File: src/rtl/obstacle_pkg.sv
// Shared types, obstacle geometry tables and palette for the obstacle compositor.
// Geometry offsets are relative to the anchor column (minus margin) and the lane row.
package obstacle_pkg;

  typedef enum logic [1:0] {
    GS_START   = 2'b00,
    GS_PLAYING = 2'b01,
    GS_OVER    = 2'b10
  } game_state_t;

  typedef struct packed {
    logic [7:0] r;
    logic [7:0] g;
    logic [7:0] b;
  } rgb_t;

  localparam int OBS_X_MARGIN = 100;

  // Indexed by type: 0 flat, 1 tall, 2 falling triangle, 3 rising triangle.
  localparam int OBS_DX0 [4] = '{0, 0, 0, 0};
  localparam int OBS_DX1 [4] = '{159, 39, 79, 79};
  localparam int OBS_DY0 [4] = '{60, 0, 0, 0};
  localparam int OBS_DY1 [4] = '{100, 100, 79, 79};

  // Lane rows: top, middle, bottom; slot 3 is the disabled lane.
  localparam int ROW_Y [4] = '{0, 140, 379, 0};

  localparam logic [1:0] TYPE_FALL = 2'd2;
  localparam logic [1:0] TYPE_RISE = 2'd3;
  localparam logic [1:0] POS_NONE  = 2'd3;

  localparam int BARRY_ARM_W  = 10;
  localparam int BARRY_HEAD_H = 15;
  localparam int BARRY_PACK_H = 45;

  localparam rgb_t COL_ORANGE   = 24'hFF8000;
  localparam rgb_t COL_YELLOW   = 24'hFFFF00;
  localparam rgb_t COL_HEAD     = 24'hA4674A;
  localparam rgb_t COL_TORSO    = 24'h0A0A80;
  localparam rgb_t COL_JETPACK  = 24'h141414;
  localparam rgb_t COL_BG_START = 24'h00FF00;
  localparam rgb_t COL_BG_PLAY  = 24'hF0F0F0;
  localparam rgb_t COL_BG_OVER  = 24'h0000FF;

endpackage

File: src/rtl/obstacle_shape.sv
// One obstacle channel: registers its bounds alongside the stage-1 pixel and
// evaluates the inside test combinationally against that pixel.
module obstacle_shape
  import obstacle_pkg::*;
#(
  parameter int X_W = 10,
  parameter int Y_W = 9
) (
  input  logic           clk,
  input  logic           reset,
  input  logic           i_en,
  input  logic [1:0]     i_type,
  input  logic [1:0]     i_pos,
  input  logic [X_W-1:0] i_obs_x,
  input  logic [X_W-1:0] i_x,
  input  logic [Y_W-1:0] i_y,
  output logic           o_inside
);

  localparam int SW = X_W + 1;
  localparam int CW = ((X_W > Y_W) ? X_W : Y_W) + 3;

  logic signed [SW-1:0] w_base, w_ox0, w_ox1, w_oy0, w_oy1;
  logic signed [SW-1:0] r_ox0, r_ox0c, r_ox1, r_oy0, r_oy1;
  logic                 r_en, r_off;
  logic [1:0]           r_type;

  always_comb begin
    w_base = $signed(SW'(i_obs_x)) - SW'(OBS_X_MARGIN);
    w_ox0  = w_base + SW'(OBS_DX0[i_type]);
    w_ox1  = w_base + SW'(OBS_DX1[i_type]);
    w_oy0  = SW'(ROW_Y[i_pos]) + SW'(OBS_DY0[i_type]);
    w_oy1  = SW'(ROW_Y[i_pos]) + SW'(OBS_DY1[i_type]);
  end

  always_ff @(posedge clk or posedge reset) begin
    if (reset) begin
      r_en   <= 1'b0;
      r_off  <= 1'b1;
      r_type <= '0;
      r_ox0  <= '0;
      r_ox0c <= '0;
      r_ox1  <= '0;
      r_oy0  <= '0;
      r_oy1  <= '0;
    end else begin
      r_en   <= i_en & (i_pos != POS_NONE);
      r_off  <= w_ox1[SW-1];
      r_type <= i_type;
      r_ox0  <= w_ox0;
      r_ox0c <= w_ox0[SW-1] ? '0 : w_ox0;
      r_ox1  <= w_ox1;
      r_oy0  <= w_oy0;
      r_oy1  <= w_oy1;
    end
  end

  logic signed [CW-1:0] w_cx, w_cy, w_dx, w_dy;
  logic                 w_rect;

  // Triangle tests use the unclipped left edge so the slope stays anchored.
  always_comb begin
    w_cx   = $signed(CW'(i_x));
    w_cy   = $signed(CW'(i_y));
    w_dx   = w_cx - CW'(r_ox0);
    w_dy   = w_cy - CW'(r_oy0);
    w_rect = r_en & ~r_off
           & (w_cx >= CW'(r_ox0c)) & (w_cx <= CW'(r_ox1))
           & (w_cy >= CW'(r_oy0))  & (w_cy <= CW'(r_oy1));
    case (r_type)
      TYPE_FALL: o_inside = w_rect & (w_dy <= w_dx);
      TYPE_RISE: o_inside = w_rect & ((w_cy + w_dx) >= CW'(r_oy1));
      default:   o_inside = w_rect;
    endcase
  end

endmodule

File: src/rtl/obstacle_compositor.sv
// Two-stage pixel compositor with Barry/obstacle collision and game FSM.
// in_valid qualifies x/y each cycle; there is no backpressure, the pipe always advances.
module obstacle_compositor
  import obstacle_pkg::*;
#(
  parameter int N_OBS = 4,
  parameter int X_W   = 10,
  parameter int Y_W   = 9,
  parameter int C_W   = 8,
  localparam int HW   = (N_OBS > 1) ? $clog2(N_OBS) : 1
) (
  input  logic                 clk,
  input  logic                 reset,
  input  logic                 in_valid,
  input  logic [X_W-1:0]       x,
  input  logic [Y_W-1:0]       y,
  input  logic [X_W-1:0]       barry_x0,
  input  logic [X_W-1:0]       barry_x1,
  input  logic [Y_W-1:0]       barry_y0,
  input  logic [Y_W-1:0]       barry_y1,
  input  logic                 on,
  input  logic                 restart,
  input  logic [N_OBS-1:0]     obs_en,
  input  logic [2*N_OBS-1:0]   obs_type,
  input  logic [2*N_OBS-1:0]   obs_pos,
  input  logic [N_OBS*X_W-1:0] obs_x,
  input  logic [N_OBS-1:0]     flick,
  output logic                 out_valid,
  output logic [C_W-1:0]       r,
  output logic [C_W-1:0]       g,
  output logic [C_W-1:0]       b,
  output logic [1:0]           game_state,
  output logic                 game_over,
  output logic [HW-1:0]        hit_idx
);

  localparam int CW = ((X_W > Y_W) ? X_W : Y_W) + 3;

  // Stage 1: pixel, Barry box, thrust and flick latched together.
  logic             r_s1_valid, r_s1_on;
  logic [X_W-1:0]   r_s1_x, r_s1_bx0, r_s1_bx1;
  logic [Y_W-1:0]   r_s1_y, r_s1_by0, r_s1_by1;
  logic [N_OBS-1:0] r_s1_flick;

  always_ff @(posedge clk or posedge reset) begin
    if (reset) begin
      r_s1_valid <= 1'b0;
      r_s1_on    <= 1'b0;
      r_s1_x     <= '0;
      r_s1_y     <= '0;
      r_s1_bx0   <= '0;
      r_s1_bx1   <= '0;
      r_s1_by0   <= '0;
      r_s1_by1   <= '0;
      r_s1_flick <= '0;
    end else begin
      r_s1_valid <= in_valid;
      r_s1_on    <= on;
      r_s1_x     <= x;
      r_s1_y     <= y;
      r_s1_bx0   <= barry_x0;
      r_s1_bx1   <= barry_x1;
      r_s1_by0   <= barry_y0;
      r_s1_by1   <= barry_y1;
      r_s1_flick <= flick;
    end
  end

  logic [N_OBS-1:0] w_inside;

  for (genvar gi = 0; gi < N_OBS; gi++) begin : g_obs
    obstacle_shape #(.X_W(X_W), .Y_W(Y_W)) u_shape (
      .clk      (clk),
      .reset    (reset),
      .i_en     (obs_en[gi]),
      .i_type   (obs_type[2*gi +: 2]),
      .i_pos    (obs_pos[2*gi +: 2]),
      .i_obs_x  (obs_x[X_W*gi +: X_W]),
      .i_x      (r_s1_x),
      .i_y      (r_s1_y),
      .o_inside (w_inside[gi])
    );
  end

  logic signed [CW-1:0] w_cx, w_cy, w_bx0, w_bx1, w_by0, w_by1;
  logic                 w_jet, w_head, w_torso, w_fire, w_in_barry;

  always_comb begin
    w_cx    = $signed(CW'(r_s1_x));
    w_cy    = $signed(CW'(r_s1_y));
    w_bx0   = $signed(CW'(r_s1_bx0));
    w_bx1   = $signed(CW'(r_s1_bx1));
    w_by0   = $signed(CW'(r_s1_by0));
    w_by1   = $signed(CW'(r_s1_by1));
    w_jet   = (w_cx >= w_bx0) && (w_cx <= w_bx0 + CW'(BARRY_ARM_W))
           && (w_cy >= w_by0 + CW'(BARRY_HEAD_H)) && (w_cy <= w_by0 + CW'(BARRY_PACK_H));
    w_head  = (w_cx >= w_bx0 + CW'(BARRY_ARM_W)) && (w_cx <= w_bx1)
           && (w_cy >= w_by0) && (w_cy < w_by0 + CW'(BARRY_HEAD_H));
    w_torso = (w_cx >= w_bx0 + CW'(BARRY_ARM_W)) && (w_cx <= w_bx1)
           && (w_cy >= w_by0 + CW'(BARRY_HEAD_H)) && (w_cy <= w_by1);
    w_fire  = r_s1_on && (w_cx >= w_bx0) && (w_cx <= w_bx0 + CW'(BARRY_ARM_W))
           && (w_cy > w_by0 + CW'(BARRY_PACK_H)) && (w_cy <= w_by1);
    w_in_barry = w_jet | w_head | w_torso;
  end

  game_state_t r_state, w_next_state;
  logic        w_hit_found, w_hit_flick;
  logic [HW-1:0] w_hit_sel;
  rgb_t        w_col;

  // Lowest-index obstacle wins; Barry is only drawn while playing.
  always_comb begin
    w_hit_found = 1'b0;
    w_hit_sel   = '0;
    w_hit_flick = 1'b0;
    for (int i = 0; i < N_OBS; i++) begin
      if (w_inside[i] && !w_hit_found) begin
        w_hit_found = 1'b1;
        w_hit_sel   = HW'(i);
        w_hit_flick = r_s1_flick[i];
      end
    end
    w_col = COL_BG_START;
    if (w_hit_found)              w_col = w_hit_flick ? COL_ORANGE : COL_YELLOW;
    else if (r_state == GS_PLAYING) begin
      if (w_fire)                 w_col = COL_ORANGE;
      else if (w_head)            w_col = COL_HEAD;
      else if (w_torso)           w_col = COL_TORSO;
      else if (w_jet)             w_col = COL_JETPACK;
      else                        w_col = COL_BG_PLAY;
    end else if (r_state == GS_OVER) w_col = COL_BG_OVER;
  end

  logic           r_s2_valid, r_s2_coll;
  logic [HW-1:0]  r_s2_hit;
  logic [C_W-1:0] r_r, r_g, r_b;

  always_ff @(posedge clk or posedge reset) begin
    if (reset) begin
      r_s2_valid <= 1'b0;
      r_s2_coll  <= 1'b0;
      r_s2_hit   <= '0;
      r_r        <= '0;
      r_g        <= '0;
      r_b        <= '0;
    end else begin
      r_s2_valid <= r_s1_valid;
      r_s2_coll  <= r_s1_valid & w_hit_found & w_in_barry;
      if (r_s1_valid) begin
        r_s2_hit <= w_hit_sel;
        r_r      <= C_W'(w_col.r);
        r_g      <= C_W'(w_col.g);
        r_b      <= C_W'(w_col.b);
      end
    end
  end

  logic          w_capture;
  logic [HW-1:0] r_hit_idx;

  always_ff @(posedge clk or posedge reset) begin
    if (reset) begin
      r_state   <= GS_START;
      r_hit_idx <= '0;
    end else begin
      r_state <= w_next_state;
      if (w_capture) r_hit_idx <= r_s2_hit;
    end
  end

  always_comb begin
    w_next_state = r_state;
    w_capture    = 1'b0;
    case (r_state)
      GS_START:   if (on) w_next_state = GS_PLAYING;
      GS_PLAYING: if (r_s2_valid && r_s2_coll) begin
                    w_next_state = GS_OVER;
                    w_capture    = 1'b1;
                  end
      GS_OVER:    if (restart) w_next_state = GS_START;
      default:    w_next_state = GS_START;
    endcase
  end

  assign out_valid  = r_s2_valid;
  assign r          = r_r;
  assign g          = r_g;
  assign b          = r_b;
  assign game_state = r_state;
  assign game_over  = (r_state == GS_OVER);
  assign hit_idx    = r_hit_idx;

endmodule

File: config.mk
export PLATFORM = sky130hd
export DESIGN_NAME = obstacle_compositor
export DESIGN_NICKNAME = d
export VERILOG_FILES = /design/src/rtl/obstacle_pkg.sv /design/src/rtl/obstacle_shape.sv /design/src/rtl/obstacle_compositor.sv
export SDC_FILE = /design/constraint.sdc
export NUM_CORES = 1
export LEC_CHECK = 0
export CORE_AREA = 3 3 290 292
export CTS_BUF_LIST = sky130_fd_sc_hd__clkbuf_4
export DETAILED_ROUTE_END_ITERATION = 7
export DIE_AREA = 0 0 293 295
export PLACE_DENSITY = 0.51
export SKIP_LAST_GASP = 1
export SLEW_MARGIN = 0
export SYNTH_ARGS = -nofsm -noshare
export SYNTH_HDL_FRONTEND = slang
export SYNTH_HIERARCHICAL = 1
export SYNTH_SLANG_ARGS = --single-unit
File: constraint.sdc
create_clock -name clk -period 7.55 [get_ports clk]
set_input_delay 1.1325 -clock clk [delete_from_list [all_inputs] [get_ports clk]]
set_output_delay 1.1325 -clock clk [all_outputs]
set_load 0.005 [all_outputs]
==> reports/qor.yml, run 1 <==
area_delta_synth_final_pct: 16.83
synth_nets: 3196
grt_util_all_layers_pct: 16.18
place.gp.congestion: 0.8469
die_h_um: 295
grt_max_degree: 68
overflow: 0
tritoncts: "done"
post_cts_buffers: 0
ant_nets: 0
cts_num_sinks: 303
rsz0062_at_grt: "no"
totalWireLength_mm: 70.01
wl_met2_mm: 31.02
final_common_cell: "ha_1"
vias: 19020
final_core_util_pct: 34.81
final.setup.worst_slack_ns: 1.034
first_pass_iters: 4
fin_worst_skew_ns: 0.1032
avgSynthCellArea_um2: 9.487
drc_errors: 0
root_buffer: "clkbuf_4"
worst_ep_required_time_ns: 8.26
drt_iter0_markers: 797
dr.max_layer_used: "met5"
crit_top_cell: "ha_1"
hpwl_mm: 55.74
final-setup-viol-count: 0
placed_cells: 3802
clock_power_share_pct: 25.8
period_needed_ns: 6.516
synthFlopType: "dfrtp_1"
status: "complete, no violations"
slowest_stage: "nor4_1"
initial_core_util_pct: 29.80
postSynthCellCount: 2571
via_per_inst: 4.796
clk_latency_ns: 0.86
r2r-end: "g[7]"
wl_per_cell_um: 17.65
slew_headroom_pct: 26.67
drv_slew: 0
seq_area_frac_synth_pct: 31.11
hold_buffers: 0
clk_pin_slew_ns: 0.06
reg2reg_from: "r_s1_x[0]"
ir_drop_mv: 0.09037
pwr-share-comb_pct: 42.5
fin_nets: 3448
die_w_um: 293
drv_cap: 0
grt_pass1_vias: 19140
drive_gt1_share_pct: 8.691
leakagePower_uw: 0.01386
min_from: "r_s2_coll"
crit_path_end_kind: "flip-flop"
ys_seq_elements: 303
slowest_delay_ns: 0.57
port_buffers: 155
ff2ff_setup_slack_ns: 1.03
ys_async_sr_fraction_pct: 100.0
htree_levels: 3
fp.coreArea_mm2: 0.08185
synth_edf_count: 0
crit_arrival_ns: 7.23
tightest_slew_ns: 1.100
worstRegToRegCells: 28
row_count: 105
switching_share_pct: 37.89
ctsResizeCount: 0
cp_max_fo: 7
p_switching_uw: 2265
place_ws_ns: 1.117
seq_power_share_pct: 31.7
fmax_mhz: 153.5
power.density_mw_per_mm2: 209.8
internal_power_uw: 3713
clock_path_buffers: 3
ys.warnings.count: 6
startpoint_type: "flip-flop"
hold_slack_ns: 0.4827
grt_pass1_wl_mm: 108.1
hold_end: "game_state[0]"
synth_cell_types: 104
antenna_found_initial: 13
wl_met1_mm: 33.57
hp-class: "reg -> reg"
hold_viol_final: 0
post-route-period-util_pct: 86.31
path_class: "reg -> reg"
finalSetupTns_ns: 0
cts_buffers: 89
hold_path_depth: 1
io_pins: 156
instances_no_fill: 3967
die_area_mm2: 0.08644
final_cell_mix: "ha_1 (475), inv_1 (374), dfrtp_1 (298), nor2_1 (155), clkdlybuf4s50_1 (155)"
routed-wl-met3_mm: 3.389
synth_area_mm2: 0.02439
-- layout make-up --
| class | count | area, µm² |
|---|---|---|
| antenna | 9 | 22.52 |
| inverter | 388 | 1459 |
| multi-input combinational | 1858 | 15220 |
| tap | 1070 | 1339 |
| clock buffer | 129 | 968.4 |
| timing repair buffer | 183 | 1762 |
| sequential | 303 | 7589 |
| fill | 8411 | 53350 |
| clock inverter | 27 | 135.1 |
-- synth_stat cells (14+ instances only) --
| library cell | count | share of area [%] |
|---|---|---|
| ha_1 | 475 | 24 |
| inv_1 | 379 | 5.8 |
| dfrtp_1 | 299 | 31 |
| nor2_1 | 155 | 2.4 |
| a21oi_1 | 136 | 2.8 |
| xnor2_1 | 118 | 4.2 |
| nand2_1 | 110 | 1.7 |
| o21ai_0 | 74 | 1.5 |
| xor2_1 | 66 | 2.4 |
| nor3_1 | 53 | 1.1 |
| o21a_1 | 49 | 1.5 |
| a21o_1 | 48 | 1.5 |
| nor2b_1 | 48 | 1.2 |
| nand3_1 | 45 | 0.92 |
| nand2b_1 | 35 | 0.90 |
| o21ai_1 | 31 | 0.64 |
| a211oi_1 | 30 | 0.92 |
| nand4_1 | 27 | 0.69 |
| fa_1 | 24 | 2.0 |
| a31oi_1 | 22 | 0.56 |
| o211ai_1 | 20 | 0.62 |
| and3_1 | 16 | 0.41 |
| nor4_1 | 16 | 0.41 |
| a21boi_0 | 15 | 0.46 |
| o21bai_1 | 14 | 0.43 |
-- stage by stage --
stage | total power [µW] | instance area [µm²]
finish | 5977 | 28490
global route | 6511 | 28480
detailed placement | 4461 | 27370
floorplan | 3760 | 24390
global placement | 4460 | 27370
CTS | 6066 | 28470
-- worst max-delay path: cells and delay by family, from the launching register on --
family,cells,cell delay [ns]
XOR/XNOR,2,0.36
buffers and inverters,2,0.20
AND/OR/NAND/NOR,8,1.68
adder cells (fa/ha/maj),4,1.17
flip-flops,1,0.44
AO/OA/AOI/OAI,12,2.58
-- power by group through the flow --
stage | clock [µW] | combinational [µW] | sequential, µW
after global placement | 0 | 2540 | 1920
after global routing | 1710 | 2890 | 1910
after CTS | 1610 | 2550 | 1900
final | 1540 | 2540 | 1890
after floorplan | 0 | 1870 | 1890
after detailed placement | 0 | 2530 | 1930
-- cell families (layout without fill, tap and decap cells) --
family | Yosys count | after routing | synth area share, %
xor gates and xnor gates | 186 | 186 | 6.741
buffers and inverters | 410 | 727 | 6.489
other | 0 | 9 | 0
AOI/OAI and AO/OA | 575 | 575 | 16.51
muxes | 5 | 5 | 0.2154
DFF | 303 | 303 | 31.11
and+or+nand+nor | 593 | 593 | 12.60
adders and majority gates | 499 | 499 | 26.34
-- how the worst max path moves through the flow --
| stage | cells past startpoint | endpoint | slack, ns | from |
|---|---|---|---|---|
| global placement | 28 | b[2] | 1.33 | r_s1_x[0] |
| detailed placement | 27 | b[2] | 1.12 | r_s1_x[0] |
| CTS | 27 | b[2] | 1.17 | r_s1_x[0] |
| global route | 26 | b[7] | 0.56 | r_s1_x[0] |
| floorplan | 23 | g[0] | 1.92 | r_s1_x[1] |
| finish | 28 | g[7] | 1.03 | r_s1_x[0] |
-- state kept, by name (all words and copies together) (netlist names), 10 cells and up --
| register | count |
|---|---|
| g_obs.u_shape/r_ox0c | 40 |
| g_obs.u_shape/r_ox1 | 44 |
| g_obs.u_shape/r_ox0 | 44 |
| g_obs.u_shape/r_oy0 | 28 |
| r_s1_bx0 | 10 |
| r_s1_bx1 | 10 |
| g_obs.u_shape/r_oy1 | 40 |
| r_s1_x | 10 |
-- routing by layer --
layer  vias to the layer above  GRT usage, %
met2                       390         26.01
met5                         -             0
met4                         8         4.979
met1                      8933         22.05
met3                       124         3.117
li1                       9569             -
Note: power is estimated with default switching activity, not from simulation.
==> run 2, diff against run 1 <==
==> constraint.sdc (replaced) <==
create_clock -name clk -period 7 [get_ports clk]
set_input_delay 1.05 -clock clk [delete_from_list [all_inputs] [get_ports clk]]
set_output_delay 1.05 -clock clk [all_outputs]
set_load 0.005 [all_outputs]
==> reports/qor.yml, run 2 (synthesis gave the netlist of run 1 again) <==
hold_buffers: 0  # unchanged
place.gp.congestion: 0.8615  # +1.7%
io_pins: 156  # unchanged
final_common_cell: "ha_1"
post-route-period-util_pct: 90.98  # +4.7 points
fin_nets: 3448  # unchanged
top_regs: "g_obs.u_shape/r_ox0: 44 flops, g_obs.u_shape/r_ox1: 44 flops"
grt_pass1_wl_mm: 109.0  # +0.80%
vias: 19040  # +0.074%
ant_nets: 0  # unchanged
fmax_mhz: 157.0  # +2.3%
hp-class: "reg -> reg"
antenna_found_initial: 12  # -1
rsz0062_at_grt: "no"
fin_worst_skew_ns: 0.09967  # -0.003482 ns
power.density_mw_per_mm2: 228.4  # +8.9%
startpoint_type: "flip-flop"
totalWireLength_mm: 70.58  # +0.80%
finalSetupTns_ns: 0  # unchanged
die_area_mm2: 0.08644  # unchanged
slowest_stage: "or4b_1"
overflow: 0  # unchanged
initial_core_util_pct: 29.80  # unchanged
path_class: "reg -> reg"
pwr-share-comb_pct: 42.2  # -0.3 points
wl_per_cell_um: 17.79  # +0.78%
crit_path_end_kind: "flip-flop"
drive_gt1_share_pct: 8.748  # +0.057 points
internal_power_uw: 4034  # +8.7%
final_cell_mix: "ha_1 (475), inv_1 (374), dfrtp_1 (298), nor2_1 (155), clkdlybuf4s50_1 (155)"
root_buffer: "clkbuf_4"
drc_errors: 0  # unchanged
ir_drop_mv: 0.09768  # +8.1%
final.setup.worst_slack_ns: 0.6314  # -0.4025 ns
fp.coreArea_mm2: 0.08185  # unchanged
hpwl_mm: 55.68  # -0.12%
cp_max_fo: 5  # -2
die_h_um: 295  # unchanged
tightest_slew_ns: 1.113  # +0.01328 ns
p_switching_uw: 2489  # +9.9%
place_ws_ns: 0.6102  # -0.5073 ns
grt_util_all_layers_pct: 16.35  # +0.17 points
switching_share_pct: 38.15  # +0.26 points
slowest_delay_ns: 0.49  # -0.08 ns
via_per_inst: 4.798  # about the same
status: "complete, no violations"
grt_max_degree: 56  # -18%
tritoncts: "done"
cts_buffers: 88  # -1.1%
seq_power_share_pct: 31.3  # -0.4 points
clk_latency_ns: 0.89  # +0.03 ns
port_buffers: 155  # unchanged
grt_pass1_vias: 19010  # -0.71%
first_pass_iters: 5  # +1
period_needed_ns: 6.369  # -0.1475 ns
clock_path_buffers: 3  # unchanged
area_delta_synth_final_pct: 17.07
drt_iter0_markers: 927  # +16%
clock_power_share_pct: 26.5  # +0.7 points
drv_cap: 0  # unchanged
row_count: 105  # unchanged
slew_headroom_pct: 25.79  # -0.89 points
cts_num_sinks: 303  # unchanged
htree_levels: 3  # unchanged
hold_viol_final: 0  # unchanged
final-setup-viol-count: 0  # unchanged
final_core_util_pct: 34.89  # +0.072 points
die_w_um: 293  # unchanged
crit_arrival_ns: 7.14  # -0.09 ns
worst_ep_required_time_ns: 7.77  # -0.49 ns
clk_pin_slew_ns: 0.07  # about the same
drv_slew: 0  # unchanged
nFillCells: 8419  # +0.095%
leakagePower_uw: 0.01390  # +0.29%
==> run 2: cell count changes in the layout (fill, tap and decap cells not counted), sizes merged <==
cell / before / now
inv: 390 / 393
diode: 9 / 6
clkbuf: 129 / 125
clkinvlp: 3 / 0
bufinv: 0 / 1
clkinv: 22 / 28
buf: 28 / 29
==> run 2: routing by layer <==
layer  global-route usage [%]  share of wire [%]  vias to the layer above
met5                        0              0.038                        -
met4                    4.330                2.3                        4
met3                    3.305                5.3                      113
met2                    26.02                 44                      433
met1                    22.66                 48                     8908
li1                         -                  -                     9580
==> run 2: worst paths after layout <==
check | start | cells after the start | endpoint | slack, ns
max | r_s1_x[0] | 27 | g[4] | 0.63
min | r_s2_hit[0] | 2 | r_s2_hit[0] | 0.48
max reg2reg | r_s1_x[0] | 27 | g[4] | 0.63
min reg2reg | r_s2_hit[0] | 2 | r_s2_hit[0] | 0.48
max in group asynchronous | reset | 3 | r_s1_by0[1] | 4.88
min in group asynchronous | reset | 2 | g_obs[2].u_shape/r_ox0c[5] | 0.89
==> run 2: critical path: cells and delay by family (launching register included) <==
kind | cells | cell delay (ns)
and+or+nand+nor | 4 | 0.86
adders and majority gates | 4 | 1.23
buffers and inverters | 3 | 0.29
AOI/OAI and AO/OA | 14 | 3.20
xor gates and xnor gates | 2 | 0.29
DFF | 1 | 0.43
==> run 2: stage by stage <==
stage	cells	hold slack, ns	instance area, µm²	power, µW
floorplan	2571	0.3519	24390	4056
global placement	3803	0.4539	27390	4810
detailed placement	3803	0.4624	27390	4809
CTS	3962	0.4790	28530	6614
global route	3967	0.4916	28550	7102
finish	3968	0.4832	28550	6523
==> run 2: cell type report <==
cell class	instances	area [µm²]	share of cell area, %
clock buffer	125	938.4	3.286
tap	1070	1339	4.689
sequential	303	7589	26.58
clock inverter	34	205.2	0.7186
multi-input combinational	1858	15230	53.33
antenna	6	15.01	0.05258
inverter	388	1459	5.109
timing repair buffer	184	1782	6.240
==> run 2: power groups by stage <==
stage / logic, µW / clock network [µW] / registers [µW]
floorplan: 2020 / 0 / 2040
global placement: 2740 / 0 / 2070
detailed placement: 2730 / 0 / 2070
CTS: 2760 / 1820 / 2040
global route: 3140 / 1910 / 2060
finish: 2750 / 1730 / 2040
==> run 2: what timing repair did <==
item                       4_1_cts  5_1_grt
setup endpoints to repair        0        1
setup buffers                    0        0
gates resized for setup          0        1
==> run 3, diff against run 2 <==
--- a/config.mk
+++ b/config.mk
@@ -11,7 +11,7 @@
 export DIE_AREA = 0 0 293 295
 export PLACE_DENSITY = 0.51
 export SKIP_LAST_GASP = 1
-export SLEW_MARGIN = 0
+export SLEW_MARGIN = 40
 export SYNTH_ARGS = -nofsm -noshare
 export SYNTH_HDL_FRONTEND = slang
 export SYNTH_HIERARCHICAL = 1
==> reports/qor.yml, run 3 (synthesis gave the netlist of run 1 again) <==
status: "complete, no violations"
root_buffer: "clkbuf_4"
ir_drop_mv: 0.1064  # +8.9%
totalWireLength_mm: 70.75  # +0.24%
htree_levels: 3  # unchanged
clk_latency_ns: 0.87  # -0.02 ns
port_buffers: 155  # unchanged
clk_pin_slew_ns: 0.07  # about the same
hold_end: "r_s2_hit[0]"
final_common_cell: "ha_1"
antenna_found_initial: 10  # -2
overflow: 0  # unchanged
tritoncts: "done"
initial_core_util_pct: 29.80  # unchanged
grt_pass1_wl_mm: 108.7  # -0.20%
min_from: "r_s2_hit[0]"
ctsResizeCount: 0  # unchanged
hp-class: "reg -> reg"
final_cell_mix: "ha_1 (475), inv_1 (374), dfrtp_1 (297), nor2_1 (155), clkdlybuf4s50_1 (155)"
drv_cap: 0  # unchanged
startpoint_type: "flip-flop"
clock_path_buffers: 3  # unchanged
worst_ep_required_time_ns: 7.76  # about the same
path_class: "reg -> reg"
grt_util_all_layers_pct: 16.31  # -0.039 points
place_ws_ns: 0.6278  # +0.01767 ns
hold_slack_ns: 0.4830  # -0.0002140 ns
period_needed_ns: 6.432  # +0.06365 ns
r2r-end: "b[5]"
slew_headroom_pct: 46.39  # +21 points
fin_nets: 3447  # -0.029%
first_pass_iters: 5  # unchanged
post-route-period-util_pct: 91.89  # +0.91 points
cp_max_fo: 10  # +5
die_area_mm2: 0.08644  # unchanged
die_w_um: 293  # unchanged
crit_path_end_kind: "flip-flop"
reg2reg_from: "r_s1_x[4]"
hold_buffers: 0  # unchanged
ant_nets: 0  # unchanged
hpwl_mm: 55.70  # about the same
wl_per_cell_um: 17.83  # +0.24%
fmax_mhz: 155.5  # -0.99%
drive_gt1_share_pct: 8.550  # -0.20 points
hold_viol_final: 0  # unchanged
area_delta_synth_final_pct: 16.85
grt_max_degree: 56  # unchanged
final.setup.worst_slack_ns: 0.5678  # -0.06365 ns
fp.coreArea_mm2: 0.08185  # unchanged
cts_num_sinks: 303  # unchanged
top_regs: "g_obs.u_shape/r_ox0: 44 flops, g_obs.u_shape/r_ox1: 44 flops"
worstRegToRegCells: 23  # -15%
finalPower_uw: 6451  # -1.1%
placed_cells: 3803  # unchanged
post_cts_buffers: 0  # unchanged
cts_buffers: 87  # -1.1%
hold_path_depth: 2  # unchanged
tightest_slew_ns: 0.7940  # -0.3192 ns
final-setup-viol-count: 0  # unchanged
drt_iter0_markers: 990  # +6.8%
rsz0062_at_grt: "no"
place.gp.congestion: 0.8615  # unchanged
die_h_um: 295  # unchanged
ff2ff_setup_slack_ns: 0.57  # -0.06 ns
power.density_mw_per_mm2: 226.3  # -0.91%
io_pins: 156  # unchanged
crit_arrival_ns: 7.20  # +0.06 ns
row_count: 105  # unchanged
finalSetupTns_ns: 0  # unchanged
instances_no_fill: 3968  # unchanged
vias: 19080  # +0.23%
drc_errors: 0  # unchanged
grt_pass1_vias: 19110  # +0.52%
fin_worst_skew_ns: 0.08193  # -0.01774 ns
leakagePower_uw: 0.01386  # -0.31%
drv_slew: 0  # unchanged
via_per_inst: 4.809  # +0.23%
[run 3: changes by cell type in the layout (fill, tap and decap cells not counted), sizes merged]
cell / change
inv: -3
diode: +3
clkinvlp: +1
bufinv: -1
[run 3: worst max path at each step]
stage | start | to | depth (start not counted)
6_report | r_s1_x[4] | b[5] | 23
4_1_cts | r_s1_x[4] | b[5] | 23
3_3_place_gp | r_s1_x[4] | b[5] | 23
5_1_grt | r_s1_x[1] | b[5] | 23
3_5_place_dp | r_s1_x[4] | b[5] | 23
2_1_floorplan | r_s1_x[1] | g[0] | 23
[run 3: critical path, cell delays in order (launching register included)]
cell,delay (ns)
dfrtp_1,0.71
ha_1,0.39
a21o_1,0.24
a31o_2,0.24
a21oi_4,0.18
xnor2_1,0.18
ha_1,0.32
and3_1,0.19
a2111oi_4,0.41
o21ai_0,0.17
xor2_1,0.16
ha_1,0.28
o21a_1,0.11
o21a_1,0.18
o31a_1,0.10
a311oi_1,0.37
and2_1,0.19
a211oi_1,0.05
o211ai_1,0.21
a211oi_2,0.21
nor4_1,0.63
nand2_1,0.17
or2_1,0.37
o311ai_1,0.30
[run 3: per-stage QoR]
stage	area [µm²]	util [%]
floorplan	24390	-
finish	28500	34.82
detailed placement	27390	33.47
global route	28490	34.81
CTS	28480	34.79
global placement	27390	33.46
[run 3: layer usage]
metal,up-vias,GRT usage (%),wire (µm)
li1,9566,-,-
met1,8967,22.67,33710
met2,432,25.76,31300
met3,110,3.223,4080
met4,6,4.685,1621
met5,-,0,37
[run 3: layout make-up]
class | instances | area, µm²
multi-input combinational | 1858 | 15220
antenna | 9 | 22.52
timing repair buffer | 184 | 1782
fill | 8428 | 53350
clock buffer | 125 | 938.4
sequential | 303 | 7590
inverter | 388 | 1461
tap | 1070 | 1339
clock inverter | 31 | 147.6
[run 3: power by group]
part,leakage (µW),internal (µW),total (µW),switching (µW)
combinational,0.00962,1220,2750,1530
sequential,0.00360,1940,2040,104
clock,0.000641,827,1660,833
==> RTL change 1, RTL diff (settings of run 3) <==
Register the input `barry_x1` before use, without a reset. The logic sees it one clock later. The other inputs are not delayed to match.
--- a/src/rtl/obstacle_compositor.sv
+++ b/src/rtl/obstacle_compositor.sv
@@ -37,4 +37,10 @@
   localparam int CW = ((X_W > Y_W) ? X_W : Y_W) + 3;
 
+  logic [X_W-1:0] barry_x1_q;
+
+  always_ff @(posedge clk) begin
+    barry_x1_q <= barry_x1;
+  end
+
   // Stage 1: pixel, Barry box, thrust and flick latched together.
   logic             r_s1_valid, r_s1_on;
@@ -60,5 +66,5 @@
       r_s1_y     <= y;
       r_s1_bx0   <= barry_x0;
-      r_s1_bx1   <= barry_x1;
+      r_s1_bx1   <= barry_x1_q;
       r_s1_by0   <= barry_y0;
       r_s1_by1   <= barry_y1;
Check against the original RTL: not equivalent (a bounded check fails within 4 cycles, from zero or initial values and one cycle with reset high).
==> RTL change 1 against run 3 <==
  * Global-route usage rose by 0.20 points
  * Setup slack improved by 73 ps
  * Synthesized area rose by 2.0%
  * Sequential power rose by 4%
  * Design area rose by 2.4%
  * Wire length rose by 0.58%
  * Critical path type unchanged
  * Total power rose by 3.7%
  * Clock power rose by 7%
  * Sequential cell count rose by 14
  * Count of clock-buffer cells in the layout rose by 9
  * Synthesized cell count rose by 3.8%
==> RTL change 1: results (changes against run 3) <==
Cells and area
  • Clock buf/inv share: 0.0405 (+0.00237)
  • Antenna cells: 7 (-2)
  • Fin nets: 3556 (+3.2%)
  • Buffering overhead: 0.0631 (+0.000597)
  • Fraction of area in registers: 0.270 (+0.00411)
  • Non-clk bufs: 192 (+4.3%)
  • FILL cells: 8447 (+0.23%)
  • Share of layout cells above drive strength 1: 0.0875 (+0.00197)
  • Inverters: 410 (+5.7%)

Pwr
  • Clock group share of total power: 0.266 (+0.009)
  • Clk. pwr: 1780 uW (+7%)
  • Leakage: 0.0142 uW (+2.8%)
  • Psw: 2540 uW (+3.0%)

Route
  • WL met1: 33900 um (+0.46%)
  • Initial DRC Count: 911 (-8.0%)
  • Via Count: 19.5k (+2.2%)
  • Met3 WL: 3940 um (-3.4%)
  • Via density per instance: 4.77 (-0.74%)
  • Met2 WL: 31600 um (+0.86%)

Logic synthesis
  • Top cells by area, synth: dfrtp_1 30%, ha_1 24%, inv_1 6.1%
  • Yosys cell types: 108 (+3.8%)
  • Synthesis-stage register bit count: 317 (+4.6%)
  • Seq/Total Area, Yosys: 0.317 (+0.00589)
  • Mapped Cells: 2669 (+3.8%)
  • Synth top cells by count: 475 x ha_1, 404 x inv_1, 303 x dfrtp_1
  • Synth Area in Compound Gates: 0.166 (+0.00130)
  • Mux cell area share after synthesis: 0.00231 (+0.000158)

Global routing
  • Pin count of the biggest net entering global routing: 55 (-1.8%)
  • GRT met2 Usage: 0.265 (+0.00790)
  • First-pass GRT wire length: 111000 um (+2.1%)
  • Met3 Usage GRT: 0.0347 (+0.00248)
  • Vias in the first global route: 19.8k (+3.7%)
  • Grt met1 use: 0.223 (-0.00343)

Run status
  • Status: complete, no violations

Placed design
  • Placer congestion estimate: 0.866 (+0.53%)
  • Dpl hpwl: 56700 um (+1.7%)
  • DP Area: 28000 um^2 (+2.1%)

Worst setup path
  • Max incr delay on CP: 450 ps (-260 ps)
  • Critical-path maximum fanout: 5 (-5)

STA
  • Worst-Margin Slew: 849 ps (+55.2 ps)
  • Hold Slack: 320 ps (-163 ps)
  • Final worst slack: 640 ps (+72.5 ps)
  • Clock skew: 82.7 ps (+0.768 ps)

Clocking
  • Total CTS buffers: 91 (+4.6%)
  • Worst-Skew Late Latency: 850 ps (-20 ps)
## RTL change 1: cell types whose count changed in the layout (fill, tap and decap cells not counted), moves of 11 or more
| cell | change |
|---|---|
| a211oi_1 | +13 |
| a21oi_1 | +14 |
| nor3_1 | -11 |
| inv_1 | +25 |
| o21ai_0 | +13 |
| nor2_1 | +33 |
## RTL change 1: worst paths after layout
kind	cells past startpoint	start	endpoint
setup / recovery	28	r_s1_x[0]	g[2]
hold / removal	0	barry_x1_q[0]	r_s1_bx1[0]
setup reg to reg	28	r_s1_x[0]	g[2]
hold reg to reg	0	barry_x1_q[0]	r_s1_bx1[0]
max in group asynchronous	3	reset	r_s1_y[1]
min in group asynchronous	2	reset	r_s1_bx1[2]
## RTL change 1: worst reg2reg max path: cells and delay by family, from the launching register on
kind,cells,cell delay (ps)
AOI/OAI and AO/OA,16,3540
adders and majority gates,4,1210
and+or+nand+nor,4,510
DFF,1,450
xor gates and xnor gates,2,340
buffers and inverters,2,210
==> RTL change 2, RTL diff (config.mk and constraints of run 3) <==
Without the edit above. `Y_W` is set to 9 in 2 places; all go to 13.
--- a/src/rtl/obstacle_shape.sv
+++ b/src/rtl/obstacle_shape.sv
@@ -5,5 +5,5 @@
 #(
   parameter int X_W = 10,
-  parameter int Y_W = 9
+  parameter int Y_W = 13
 ) (
   input  logic           clk,
--- a/src/rtl/obstacle_compositor.sv
+++ b/src/rtl/obstacle_compositor.sv
@@ -6,5 +6,5 @@
   parameter int N_OBS = 4,
   parameter int X_W   = 10,
-  parameter int Y_W   = 9,
+  parameter int Y_W   = 13,
   parameter int C_W   = 8,
   localparam int HW   = (N_OBS > 1) ? $clog2(N_OBS) : 1
Interface: changed (resized barry_y0, barry_y1 and y); port bits go from 156 to 168. No check against the original RTL was run, so the function may have changed too.
==> RTL change 2 against run 3 <==
  * Total power is 5.8% higher
  * Largest power group unchanged
  * Hold slack better by 14 ps
  * Synthesized area rose by 8.2%
  * Synthesized cell count grew 9.4%
  * Setup slack improved by 44 ps
  * Sequential cell count grew 12
  * Design area increased by 7.8%
  * Wire length grew 9.2%
==> RTL change 2: results (changes against run 3) <==
Logic synthesis
  • Most used DFF post-synth: dfrtp_1
  • Seq/Total Area, Yosys: 0.299 (-0.0121)
  • Yosys cell types: 95 (-8.7%)
  • Fraction of registers with async set/reset: 1.00 (unchanged)
  • Adder-cell share of the synthesized area: 0.270 (+0.00666)
  • Xor and xnor area share after synthesis: 0.0734 (+0.00596)
  • Synth Area in Compound Gates: 0.169 (+0.00384)
  • Top cells by area, synth: dfrtp_1 29%, ha_1 25%, inv_1 5.7%
  • Mapped Avg Cell Area: 9.38 um^2 (-1.1%)
  • Syn Nets: 3506 (+9.7%)
  • Mapped Cells: 2813 (+9.4%)
  • Mux cell area share after synthesis: 0.00332 (+0.00117)
  • Synth top cells by count: 531 x ha_1, 404 x inv_1, 311 x dfrtp_1

Placed design
  • Dpl ws: 578 ps (-50.2 ps)
  • Dpl cells: 4063 (+6.8%)
  • Placer congestion estimate: 0.874 (+1.5%)
  • Dpl hpwl: 61300 um (+10%)
  • DP Area: 29600 um^2 (+7.9%)
  • PortBufs: 167 (+7.7%)

Cells and area
  • FF+latch count: 315 (+4.0%)
  • Multi-input combinational area share: 0.549 (+0.0154)
  • Register area: 7890 um^2 (+4.0%)
  • CLK BUF: 128 (+2.4%)
  • Share of layout cells above drive strength 1: 0.0802 (-0.00526)
  • FILL cells: 8391 (-0.44%)
  • Multi-input combinational cell count: 2067 (+11%)
  • Antenna cells: 4 (-5)
  • Non-clk bufs: 201 (+9.2%)
  • Clock buf/inv share: 0.0368 (-0.00126)
  • Fin nets: 3779 (+9.6%)
  • Buffering overhead: 0.0628 (+0.000309)
  • Inverters: 410 (+5.7%)
  • Fraction of area in registers: 0.257 (-0.00951)

Route
  • Via Count: 21.0k (+10%)
  • First-pass iteration count of the detailed router: 5 (unchanged)
  • Drt wl/cell: 18.3 um (+2.5%)
  • Initial DRC Count: 1076 (+8.7%)
  • Final wirelength: 77300 um (+9.2%)

Worst setup path
  • Top delay family on crit path: compound AO/OA/AOI/OAI gates
  • Max incr delay on CP: 460 ps (-250 ps)
  • Critical path arrival: 7140 ps (-60 ps)
  • Reg-to-reg startpoint: r_s1_x[0]
  • Critical path's slowest cell: dfrtp_1
  • Critical-path maximum fanout: 9 (-1)

STA
  • Relative slew slack: 0.449 (-0.0146)
  • Clock skew: 55.2 ps (-26.7 ps)

Min path
  • Hold wc startpoint: game_state[1]

Run status
  • Status: complete, no violations

Global routing
  • Gr usage total: 0.179 (+0.0163)
  • Pin count of the biggest net entering global routing: 60 (+7.1%)
  • First-pass GRT wire length: 120000 um (+10%)

Clocking
  • Total CTS buffers: 91 (+4.6%)
  • Number of H-tree levels: 3 (unchanged)
  • Worst-Skew Late Latency: 850 ps (-20 ps)
  • Root buf cell: clkbuf_4

Pwr
  • Leakage: 0.0149 uW (+7.8%)
  • Sw frac: 0.387 (+0.00450)
  • Maximum vdd ir drop: 0.0950 mV (-11%)
[RTL change 2: cell count changes in the layout (fill, tap and decap cells not counted), moves of 18 or more]
cell / change
inv_1: +25
xor2_1: +19
a21oi_1: +52
ha_1: +56
xnor2_1: +18
a21o_1: +25
[RTL change 2: power groups by stage]
stage / clock [uW] / combinational [uW] / sequential, uW
detailed placement: 0 / 2970 / 2140
CTS: 1820 / 2990 / 2110
finish: 1730 / 2980 / 2110
floorplan: 0 / 2180 / 2110
global placement: 0 / 2970 / 2140
global route: 1910 / 3400 / 2120
[RTL change 2: per-layer routing]
metal | wire (um) | vias to the layer above | track usage
li1 | - | 10500 | -
met1 | 35500 | 9953 | 0.235
met4 | 2300 | 0 | 0.0661
met3 | 3240 | 121 | 0.0255
met5 | 0 | - | 0
met2 | 36200 | 441 | 0.302
[RTL change 2: worst paths after layout]
kind / slack [ps] / to / cells past startpoint
max in group asynchronous: 4960 / r_s1_by0[9] / 3
min in group asynchronous: 810 / g_obs[2].u_shape/r_ox0c[1] / 2
worst min register to register: 500 / game_state[0] / 1
worst max register to register: 610 / g[1] / 27
worst min-delay path: 500 / game_state[0] / 1
worst max-delay path: 610 / g[1] / 27
[RTL change 2: cells by family (layout without fill, tap and decap cells)]
family | after synthesis | in the layout
buf+inv | 431 | 771
flops | 315 | 315
mux | 8 | 8
other cells | 0 | 4
xor+xnor | 221 | 221
fa+ha+maj | 555 | 555
compound gates | 652 | 652
simple gates | 631 | 631
